==> config.mk <==
export PLATFORM = sky130hd
export DESIGN_NAME = mem_bus_interface_flat
export DESIGN_NICKNAME = d
export VERILOG_FILES = /design/src/rtl/mem_bus_interface_pkg.sv /design/src/rtl/mem_bus_interface_if.sv /design/src/rtl/membus_wait_timer.sv /design/src/rtl/mem_bus_interface.sv /design/src/flat_wrapper.sv
export SDC_FILE = /design/constraint.sdc
export NUM_CORES = 1
export LEC_CHECK = 0
export CORE_MARGIN = 2
export CORE_UTILIZATION = 45
export DETAILED_ROUTE_END_ITERATION = 7
export GPL_TIMING_DRIVEN = 0
export HOLD_SLACK_MARGIN = 0.08
export PLACE_DENSITY = 0.78
export SLEW_MARGIN = 20
export SYNTH_ARGS = -nofsm -noshare
export SYNTH_HDL_FRONTEND = slang
export SYNTH_HIERARCHICAL = 1
export SYNTH_SLANG_ARGS = --single-unit
==> constraint.sdc <==
create_clock -name clk -period 2.7 [get_ports clk]
set_input_delay 0.405 -clock clk [delete_from_list [all_inputs] [get_ports clk]]
set_output_delay 0.405 -clock clk [all_outputs]
set_load 0.02 [all_outputs]
==> src/rtl/mem_bus_interface_pkg.sv <==
// mem_bus_interface_pkg: state encodings and constants shared by the pad bus sequencer
package mem_bus_interface_pkg;
   typedef enum logic [2:0] {
      IDLE    = 3'd0,
      ADDR_HI = 3'd1,
      ADDR_LO = 3'd2,
      DATA    = 3'd3,
      RESP    = 3'd4
   } state_t;
   localparam logic [7:0] RSP_ERR_DATA = 8'hFF;
   localparam int WAIT_MAX_DEF = 15;
endpackage

==> src/rtl/mem_bus_interface_if.sv <==
// mem_bus_interface_if: core request/response and pad-side signals of the memory bus sequencer
interface mem_bus_interface_if;
   logic        req_valid;
   logic        req_ready;
   logic [15:0] req_addr;
   logic        req_we;
   logic [7:0]  req_wdata;
   logic        rsp_valid;
   logic [7:0]  rsp_rdata;
   logic        rsp_err;
   logic [7:0]  pad_addr_out;
   logic        pad_ale_hi;
   logic        pad_ale_lo;
   logic        pad_rw;
   logic        pad_strobe;
   logic [7:0]  pad_data_out;
   logic [7:0]  pad_data_oe;
   logic [7:0]  pad_data_in;
   logic        pad_wait;
   modport master (
      output req_valid, req_addr, req_we, req_wdata, pad_data_in, pad_wait,
      input  req_ready, rsp_valid, rsp_rdata, rsp_err, pad_addr_out, pad_ale_hi,
             pad_ale_lo, pad_rw, pad_strobe, pad_data_out, pad_data_oe
   );
   modport slave (
      input  req_valid, req_addr, req_we, req_wdata, pad_data_in, pad_wait,
      output req_ready, rsp_valid, rsp_rdata, rsp_err, pad_addr_out, pad_ale_hi,
             pad_ale_lo, pad_rw, pad_strobe, pad_data_out, pad_data_oe
   );
endinterface

==> src/rtl/membus_wait_timer.sv <==
// membus_wait_timer: saturating wait-state counter, expired once WAIT_MAX waits have been counted
module membus_wait_timer
   import mem_bus_interface_pkg::*;
#(
   parameter int WAIT_MAX = WAIT_MAX_DEF,
   parameter int WAIT_W   = 8
) (
   input  logic clk,
   input  logic rst_n,
   input  logic clear,
   input  logic count,
   output logic expired
);
   logic [WAIT_W-1:0] cnt;
   always_ff @(posedge clk) begin
      if (!rst_n || clear) cnt <= '0;
      else if (count && cnt != '1) cnt <= cnt + WAIT_W'(1);
   end
   assign expired = cnt == WAIT_W'(WAIT_MAX);
endmodule

==> src/rtl/mem_bus_interface.sv <==
// mem_bus_interface: sequences one access as addr-hi / addr-lo / data phases on the 8-bit pad bus.
// Optional MEMBUS_HI_SKIP_EN skips the addr-hi phase when the high byte matches the last good access.
module mem_bus_interface
   import mem_bus_interface_pkg::*;
#(
   parameter int WAIT_MAX = WAIT_MAX_DEF,
   parameter int WAIT_W   = 8
) (
   input logic clk,
   input logic rst_n,
   mem_bus_interface_if.slave bus
);
   state_t      state, next;
   logic [15:0] addr_q;
   logic        we_q;
   logic [7:0]  wdata_q;
   logic [7:0]  rdata_q;
   logic        err_q;
   logic        expired;
   logic        done;
   logic        skip;
   logic        is_data;
   assign done    = state == DATA && (!bus.pad_wait || expired);
   assign is_data = rst_n && state == DATA;
   membus_wait_timer #(.WAIT_MAX(WAIT_MAX), .WAIT_W(WAIT_W)) u_timer (
      .clk     (clk),
      .rst_n   (rst_n),
      .clear   (state == RESP),
      .count   (state == DATA && bus.pad_wait && !expired),
      .expired (expired)
   );
`ifdef MEMBUS_HI_SKIP_EN
   logic [7:0] last_hi;
   logic       hi_valid;
   always_ff @(posedge clk) begin
      if (!rst_n) begin
         last_hi  <= 8'h00;
         hi_valid <= 1'b0;
      end else if (done) begin
         hi_valid <= !bus.pad_wait;
         if (!bus.pad_wait) last_hi <= addr_q[15:8];
      end
   end
   assign skip = hi_valid && bus.req_addr[15:8] == last_hi;
`else
   assign skip = 1'b0;
`endif
   always_ff @(posedge clk) begin
      if (!rst_n) state <= IDLE;
      else state <= next;
   end
   always_comb begin
      next = state;
      case (state)
         IDLE:    if (bus.req_valid) next = skip ? ADDR_LO : ADDR_HI;
         ADDR_HI: next = ADDR_LO;
         ADDR_LO: next = DATA;
         DATA:    if (!bus.pad_wait || expired) next = RESP;
         default: next = IDLE;
      endcase
   end
   // a done cycle with pad_wait still high can only be the timeout
   always_ff @(posedge clk) begin
      if (!rst_n) begin
         addr_q  <= 16'h0000;
         we_q    <= 1'b0;
         wdata_q <= 8'h00;
         rdata_q <= 8'h00;
         err_q   <= 1'b0;
      end else begin
         if (state == IDLE && bus.req_valid) begin
            addr_q  <= bus.req_addr;
            we_q    <= bus.req_we;
            wdata_q <= bus.req_we ? bus.req_wdata : 8'h00;
         end
         if (done) begin
            rdata_q <= we_q ? 8'h00 : bus.pad_wait ? RSP_ERR_DATA : bus.pad_data_in;
            err_q   <= bus.pad_wait;
         end
      end
   end
   assign bus.req_ready    = rst_n && state == IDLE;
   assign bus.rsp_valid    = rst_n && state == RESP;
   assign bus.rsp_rdata    = rst_n ? rdata_q : 8'h00;
   assign bus.rsp_err      = rst_n && err_q;
   assign bus.pad_ale_hi   = rst_n && state == ADDR_HI;
   assign bus.pad_ale_lo   = rst_n && state == ADDR_LO;
   assign bus.pad_strobe   = is_data;
   assign bus.pad_rw       = !(is_data && we_q);
   assign bus.pad_addr_out = !rst_n ? 8'h00 : state == ADDR_HI ? addr_q[15:8] :
                             (state == ADDR_LO || state == DATA) ? addr_q[7:0] : 8'h00;
   assign bus.pad_data_out = (is_data && we_q) ? wdata_q : 8'h00;
   assign bus.pad_data_oe  = {8{is_data && we_q}};
endmodule

==> src/flat_wrapper.sv <==
// flat-port wrapper written by rule: the top's interface ports become plain ports
module mem_bus_interface_flat import mem_bus_interface_pkg::*;
#(
   parameter int WAIT_MAX = WAIT_MAX_DEF,
   parameter int WAIT_W   = 8
)
  (clk, rst_n, bus_req_valid, bus_req_addr, bus_req_we, bus_req_wdata, bus_pad_data_in, bus_pad_wait, bus_req_ready, bus_rsp_valid, bus_rsp_rdata, bus_rsp_err, bus_pad_addr_out, bus_pad_ale_hi, bus_pad_ale_lo, bus_pad_rw, bus_pad_strobe, bus_pad_data_out, bus_pad_data_oe);
  mem_bus_interface_if bus_i ();
  input logic clk;
  input logic rst_n;
  input wire logic [$bits(bus_i.req_valid)-1:0] bus_req_valid;
  input wire logic [$bits(bus_i.req_addr)-1:0] bus_req_addr;
  input wire logic [$bits(bus_i.req_we)-1:0] bus_req_we;
  input wire logic [$bits(bus_i.req_wdata)-1:0] bus_req_wdata;
  input wire logic [$bits(bus_i.pad_data_in)-1:0] bus_pad_data_in;
  input wire logic [$bits(bus_i.pad_wait)-1:0] bus_pad_wait;
  output wire logic [$bits(bus_i.req_ready)-1:0] bus_req_ready;
  output wire logic [$bits(bus_i.rsp_valid)-1:0] bus_rsp_valid;
  output wire logic [$bits(bus_i.rsp_rdata)-1:0] bus_rsp_rdata;
  output wire logic [$bits(bus_i.rsp_err)-1:0] bus_rsp_err;
  output wire logic [$bits(bus_i.pad_addr_out)-1:0] bus_pad_addr_out;
  output wire logic [$bits(bus_i.pad_ale_hi)-1:0] bus_pad_ale_hi;
  output wire logic [$bits(bus_i.pad_ale_lo)-1:0] bus_pad_ale_lo;
  output wire logic [$bits(bus_i.pad_rw)-1:0] bus_pad_rw;
  output wire logic [$bits(bus_i.pad_strobe)-1:0] bus_pad_strobe;
  output wire logic [$bits(bus_i.pad_data_out)-1:0] bus_pad_data_out;
  output wire logic [$bits(bus_i.pad_data_oe)-1:0] bus_pad_data_oe;
  assign bus_i.req_valid = bus_req_valid;
  assign bus_i.req_addr = bus_req_addr;
  assign bus_i.req_we = bus_req_we;
  assign bus_i.req_wdata = bus_req_wdata;
  assign bus_i.pad_data_in = bus_pad_data_in;
  assign bus_i.pad_wait = bus_pad_wait;
  assign bus_req_ready = bus_i.req_ready;
  assign bus_rsp_valid = bus_i.rsp_valid;
  assign bus_rsp_rdata = bus_i.rsp_rdata;
  assign bus_rsp_err = bus_i.rsp_err;
  assign bus_pad_addr_out = bus_i.pad_addr_out;
  assign bus_pad_ale_hi = bus_i.pad_ale_hi;
  assign bus_pad_ale_lo = bus_i.pad_ale_lo;
  assign bus_pad_rw = bus_i.pad_rw;
  assign bus_pad_strobe = bus_i.pad_strobe;
  assign bus_pad_data_out = bus_i.pad_data_out;
  assign bus_pad_data_oe = bus_i.pad_data_oe;
  mem_bus_interface #(.WAIT_MAX(WAIT_MAX), .WAIT_W(WAIT_W)) u_core (.clk(clk), .rst_n(rst_n), .bus(bus_i));
endmodule
; ---- After elaboration in Yosys (flattened, before gate mapping)
; Cells that the tools add are included.
[word_totals]
regBits = 45
in_bits = 37
wordCells = 48
[op_classes]
addsub = 1
n_eq_ne = 8
n_mux = 11
n_reduce_logical = 21
[op_table]
columns = cell, n
row1 = $mux W8, 8
row2 = $logic_and A1 B1 Y1, 12
row3 = $pmux W3 S4, 1
row4 = $add A8 B1 Y8 const B, 1
row5 = $eq A8 B4 Y1 const B, 1
row6 = $ne A8 B8 Y1 const B, 1
row7 = $eq A3 B2 Y1 const B, 2
row8 = $mux W3, 2
row9 = $logic_not A1 Y1, 4
row10 = $ne A2 B2 Y1 const B, 2
row11 = $eq A3 B1 Y1 const B, 1
row12 = $eq A3 B3 Y1 const B, 1
row13 = $logic_not A3 Y1, 1
row14 = $logic_or A1 B1 Y1, 3
row15 = $reduce_and A2 Y1, 1

; ---- Longest topological paths before layout
[depth]
ltp_word = 5
depth_mapped = 10
ltp_nobuf = 8

; ---- By module
; Netlist, hierarchy kept.
[modules_own_cells]
columns = module, instances, cells_each, area_per_inst_um2
row1 = mem_bus_interface, 1, 214, 1793.0
row2 = membus_wait_timer, 1, 48, 435.4

; ---- Worst setup path before layout
; Ideal clock, no wire load.
[synth_timing]
kind = reg2reg
startpoint = register u_core.u_timer.cnt[0]
endpoint = register u_core.u_timer.cnt[7]
arrival_time_ns = 1.953
slack_ns = 0.623
path_stages_with_launch = 11
path_cell_list = dfxtp_1 -> ha_1 -> and3_4 -> and2_1 -> nor2b_1 -> buf_2 -> nor2b_1 -> buf_2 -> and3_1 -> and4b_1 -> a211oi_2
[synth_between]
elab_chain_cells = 4
word_cells_on_any_way = 6
cone_classes = add/sub: 1 / eq/ne: 2 / reduce/logical: 3
[synth_rtl]
columns = item, line
row1 = start: declaration, membus_wait_timer.sv:14  ; logic [WAIT_W-1:0] cnt;
row2 = start signal: assignment, membus_wait_timer.sv:17  ; else if (count && cnt != '1) cnt <= cnt + WAIT_W'(1);
row3 = $eq A8 B4 Y1, membus_wait_timer.sv:19  ; assign expired = cnt == WAIT_W'(WAIT_MAX);
row4 = named net u_core.expired, mem_bus_interface.sv:19  ; logic expired;
row5 = $logic_not A1 Y1, mem_bus_interface.sv:29  ; .count (state == DATA && bus.pad_wait && !expired),
row6 = $logic_and A1 B1 Y1, mem_bus_interface.sv:29
row7 = $logic_and A1 B1 Y1, membus_wait_timer.sv:17
; The timed path passes the listed nets, and every way through them passes these cells.
; A chain may end at the register's enable or synchronous reset.

; ---- Final worst setup path
[layout_timing]
startpoint = input port rst_n
endpoint = output port bus_pad_data_oe[0]
[layout_between]
elab_chain_cells = 2
[layout_rtl]
columns = item, line
row1 = start: declaration, flat_wrapper.sv:10  ; input logic rst_n;
row2 = $logic_and A1 B1 Y1, mem_bus_interface.sv:24  ; assign is_data = rst_n && state == DATA;
row3 = $logic_and A1 B1 Y1, mem_bus_interface.sv:93  ; assign bus.pad_data_oe = {8{is_data && we_q}};
row4 = end: declaration, flat_wrapper.sv:27  ; output wire logic [$bits(bus_i.pad_data_oe)-1:0] bus_pad_data_oe;
; No other way between the ends.

==> run metrics <==
Critical R2R Launch u_core/u_timer/cnt[0]; worst skew pair latency 0.30 ns; top area cells in the synthesized netlist dfxtp_1, nand2_1, a21boi_1, and2_1, o21ai_0; Worst Hold End u_core/wdata_q[3]; # port buffers 73; Area after DPL 3040 um2; RR Endpoint u_core/u_timer/cnt[7]; status complete, no violations; DR WL/cell 13.1 um; CP Max Fanout 17; Worst Path Required 2.30 ns; vias in the first global route 1834; sequential share of power 51.4%; Reg2Reg Depth 10; Critical Path AT 2.19 ns; CTS max path bufs 2; fin crit period 2.59 ns; 1st-iter DRT viols 95; CP endpoint kind primary output; sw power 382 uW; vias post-DR 2085; CTS Buf Count 5; Seq/Total Area, Yosys 40.4%; initial core utilization 46.9%; DRC Markers 0; core area 4750 um2; CTS Root Cell clkbuf_8; sw frac 27.6%; Fillers 428; Syn Area/Cell 8.51 um2; largest net degree at the start of global routing 18; startpoint types input port; Lkg Pwr 0.00154 uW; Peak Freq 386 MHz; TritonCTS clock tree built; DPL Wire Length 3970 um; Die H 74.4 um; via/cell ratio 5.06; final instance area 3230 um2; Worst Hold Class register to register; Synth Instances 262; hold wc startpoint u_core/wdata_q[3]; asr flop ratio synth 0%; chip width 74.4 um; P&R area growth vs syn 44.7%; Power Density 429 nW/um2; GRT Residual Overflow 0; Yosys top cell by area dfxtp_1; GRT Overall Usage 19.4%; row count 25; Clock power frac 30.7%; Synth top cells by count nand2_1, dfxtp_1, a21boi_1, and2_1, o21ai_0; final setup fails 0; CP Class input port to primary output; Die Area 5530 um2; number of synthesized flops with an enable pin 0; H-tree depth 2; Comb pwr share 17.9%; peak supply drop 0.245 mV; hold slack 0.454 ns; final hold vios 0; Detail Route Antenna Nets 0; synth unique cells 39; FF-to-FF setup slack 0.33 ns; RePlAce Congestion 0.793; Post-Route WL 5400 um; Pre-Repair DR Iteration Count 4; # clock sinks 45; Rel. slew slack 71.8%; share of the synthesized area in the top cell type 40.4%; Antenna Diode Count 0; max_cap viols 0; Final #Nets 382; flip-flop and latch area 901 um2; Synth Cell Area 2230 um2; cts hold-fix bufs 0; Slew Viols, Final 0; clk_skew 0.00172 ns; IO Count 76; Top FF cell, synth dfxtp_1; Synthesis Warnings 6; Design Power 1380 uW; P_int 1000 uW; Hold Crit Depth 2; most frequent cell after synthesis nand2_1; Least-Margin Pin Slew 0.421 ns; register bit total from synthesis 45; Syn Nets 300; clock slew at reported path FFs 0.09 ns; area of the multi-input gates 1170 um2; Final period util 96.0%; layout cells sized above 1 11.3%; first-pass GRT wire length 8300 um; initial antenna violation count 0
==> worst max-delay path: stages <==
cell	delay, ns
clkdlybuf4s50_1	0.53
nand2b_1	0.07
buf_2	0.19
nor3_4	0.23
buf_12	0.16
clkdlybuf4s50_1	0.60
==> layout make-up <==
cell class              instances  area share, %
multi-input cells             188           36.2
flip-flops and latches         45           27.9
repair buffers                 75           24.7
plain buffers                  25           5.28
well taps                      67           2.60
clock buffers                   5           2.13
clock inverters                 3          0.698
inverters                       4          0.465
==> power by group through the flow <==
stage               Sequential, uW  Combinational (uW)  Clock (uW)
floorplan                      720                 145           0
global placement               725                 240           0
detailed placement             726                 242           0
CTS                            710                 249         431
global route                   715                 272         454
finish                         710                 248         425
==> sequential cells by signal, summed over array words and instances, names as in the netlist <==
| register | count |
|---|---|
| u_core/addr_q | 16 |
| u_core/err_q | 1 |
| u_core/rdata_q | 8 |
| u_core/state | 3 |
| u_core/u_timer/cnt | 8 |
| u_core/wdata_q | 8 |
| u_core/we_q | 1 |
==> placed cells by master, fill, tap and decap left out, drive strengths merged, types with 10 or more instances in the layout <==
cell,count
clkdlybuf4s50,49
nand2,48
dfxtp,45
a21boi,26
and2,19
buf,19
dlymetal6s2s,18
o21ai,16
clkbuf,13
nand3,10
==> metrics by stage <==
step	cells	util (%)	setup TNS, ns	worst slack [ns]
after global placement	402	64.0	-7.10	-0.325
after global routing	412	67.8	-0.00454	-0.00454
final	412	67.8	0	0.107
after floorplan	262	-	0	0.623
after detailed placement	402	64.0	-7.25	-0.339
after CTS	412	66.7	-0.0374	-0.0158
==> logic make-up after synthesis <==
kind of cell | share of synthesized area [%]
AO/OA/AOI/OAI | 22.7
buffers and inverters | 8.03
flip-flops | 40.4
multiplexers | 1.35
AND/OR/NAND/NOR | 26.9
adder cells (fa/ha/maj) | 0.561
==> layer usage <==
| layer | track usage (%) | part of all wire (%) |
|---|---|---|
| met5 | 0 | 0 |
| met4 | 7.14 | 1.1 |
| met3 | 3.52 | 5.9 |
| met2 | 31.7 | 44 |
| met1 | 25.8 | 49 |
==> worst max path at each step <==
stage                     slack, ns                     to  cells after the start             startpoint
after floorplan                0.62  u_core/u_timer/cnt[7]                     10  u_core/u_timer/cnt[0]
after global placement        -0.32    bus_pad_data_out[1]                      6                  rst_n
after detailed placement      -0.34    bus_pad_data_out[2]                      6                  rst_n
after CTS                     -0.02    bus_pad_addr_out[5]                      6                  rst_n
after global routing         -0.005         bus_pad_ale_lo                      6                  rst_n
final                          0.11     bus_pad_data_oe[0]                      6                  rst_n
==> repair_timing <==
action / in CTS / in global routing
endpoints found under the setup margin: 31 / 21
setup buffers: 2 / 0
pin swaps: 2 / 0
gates resized for setup: 12 / 21
cloned: 0 / 0
No activity file was read; power rests on OpenSTA's default activity.
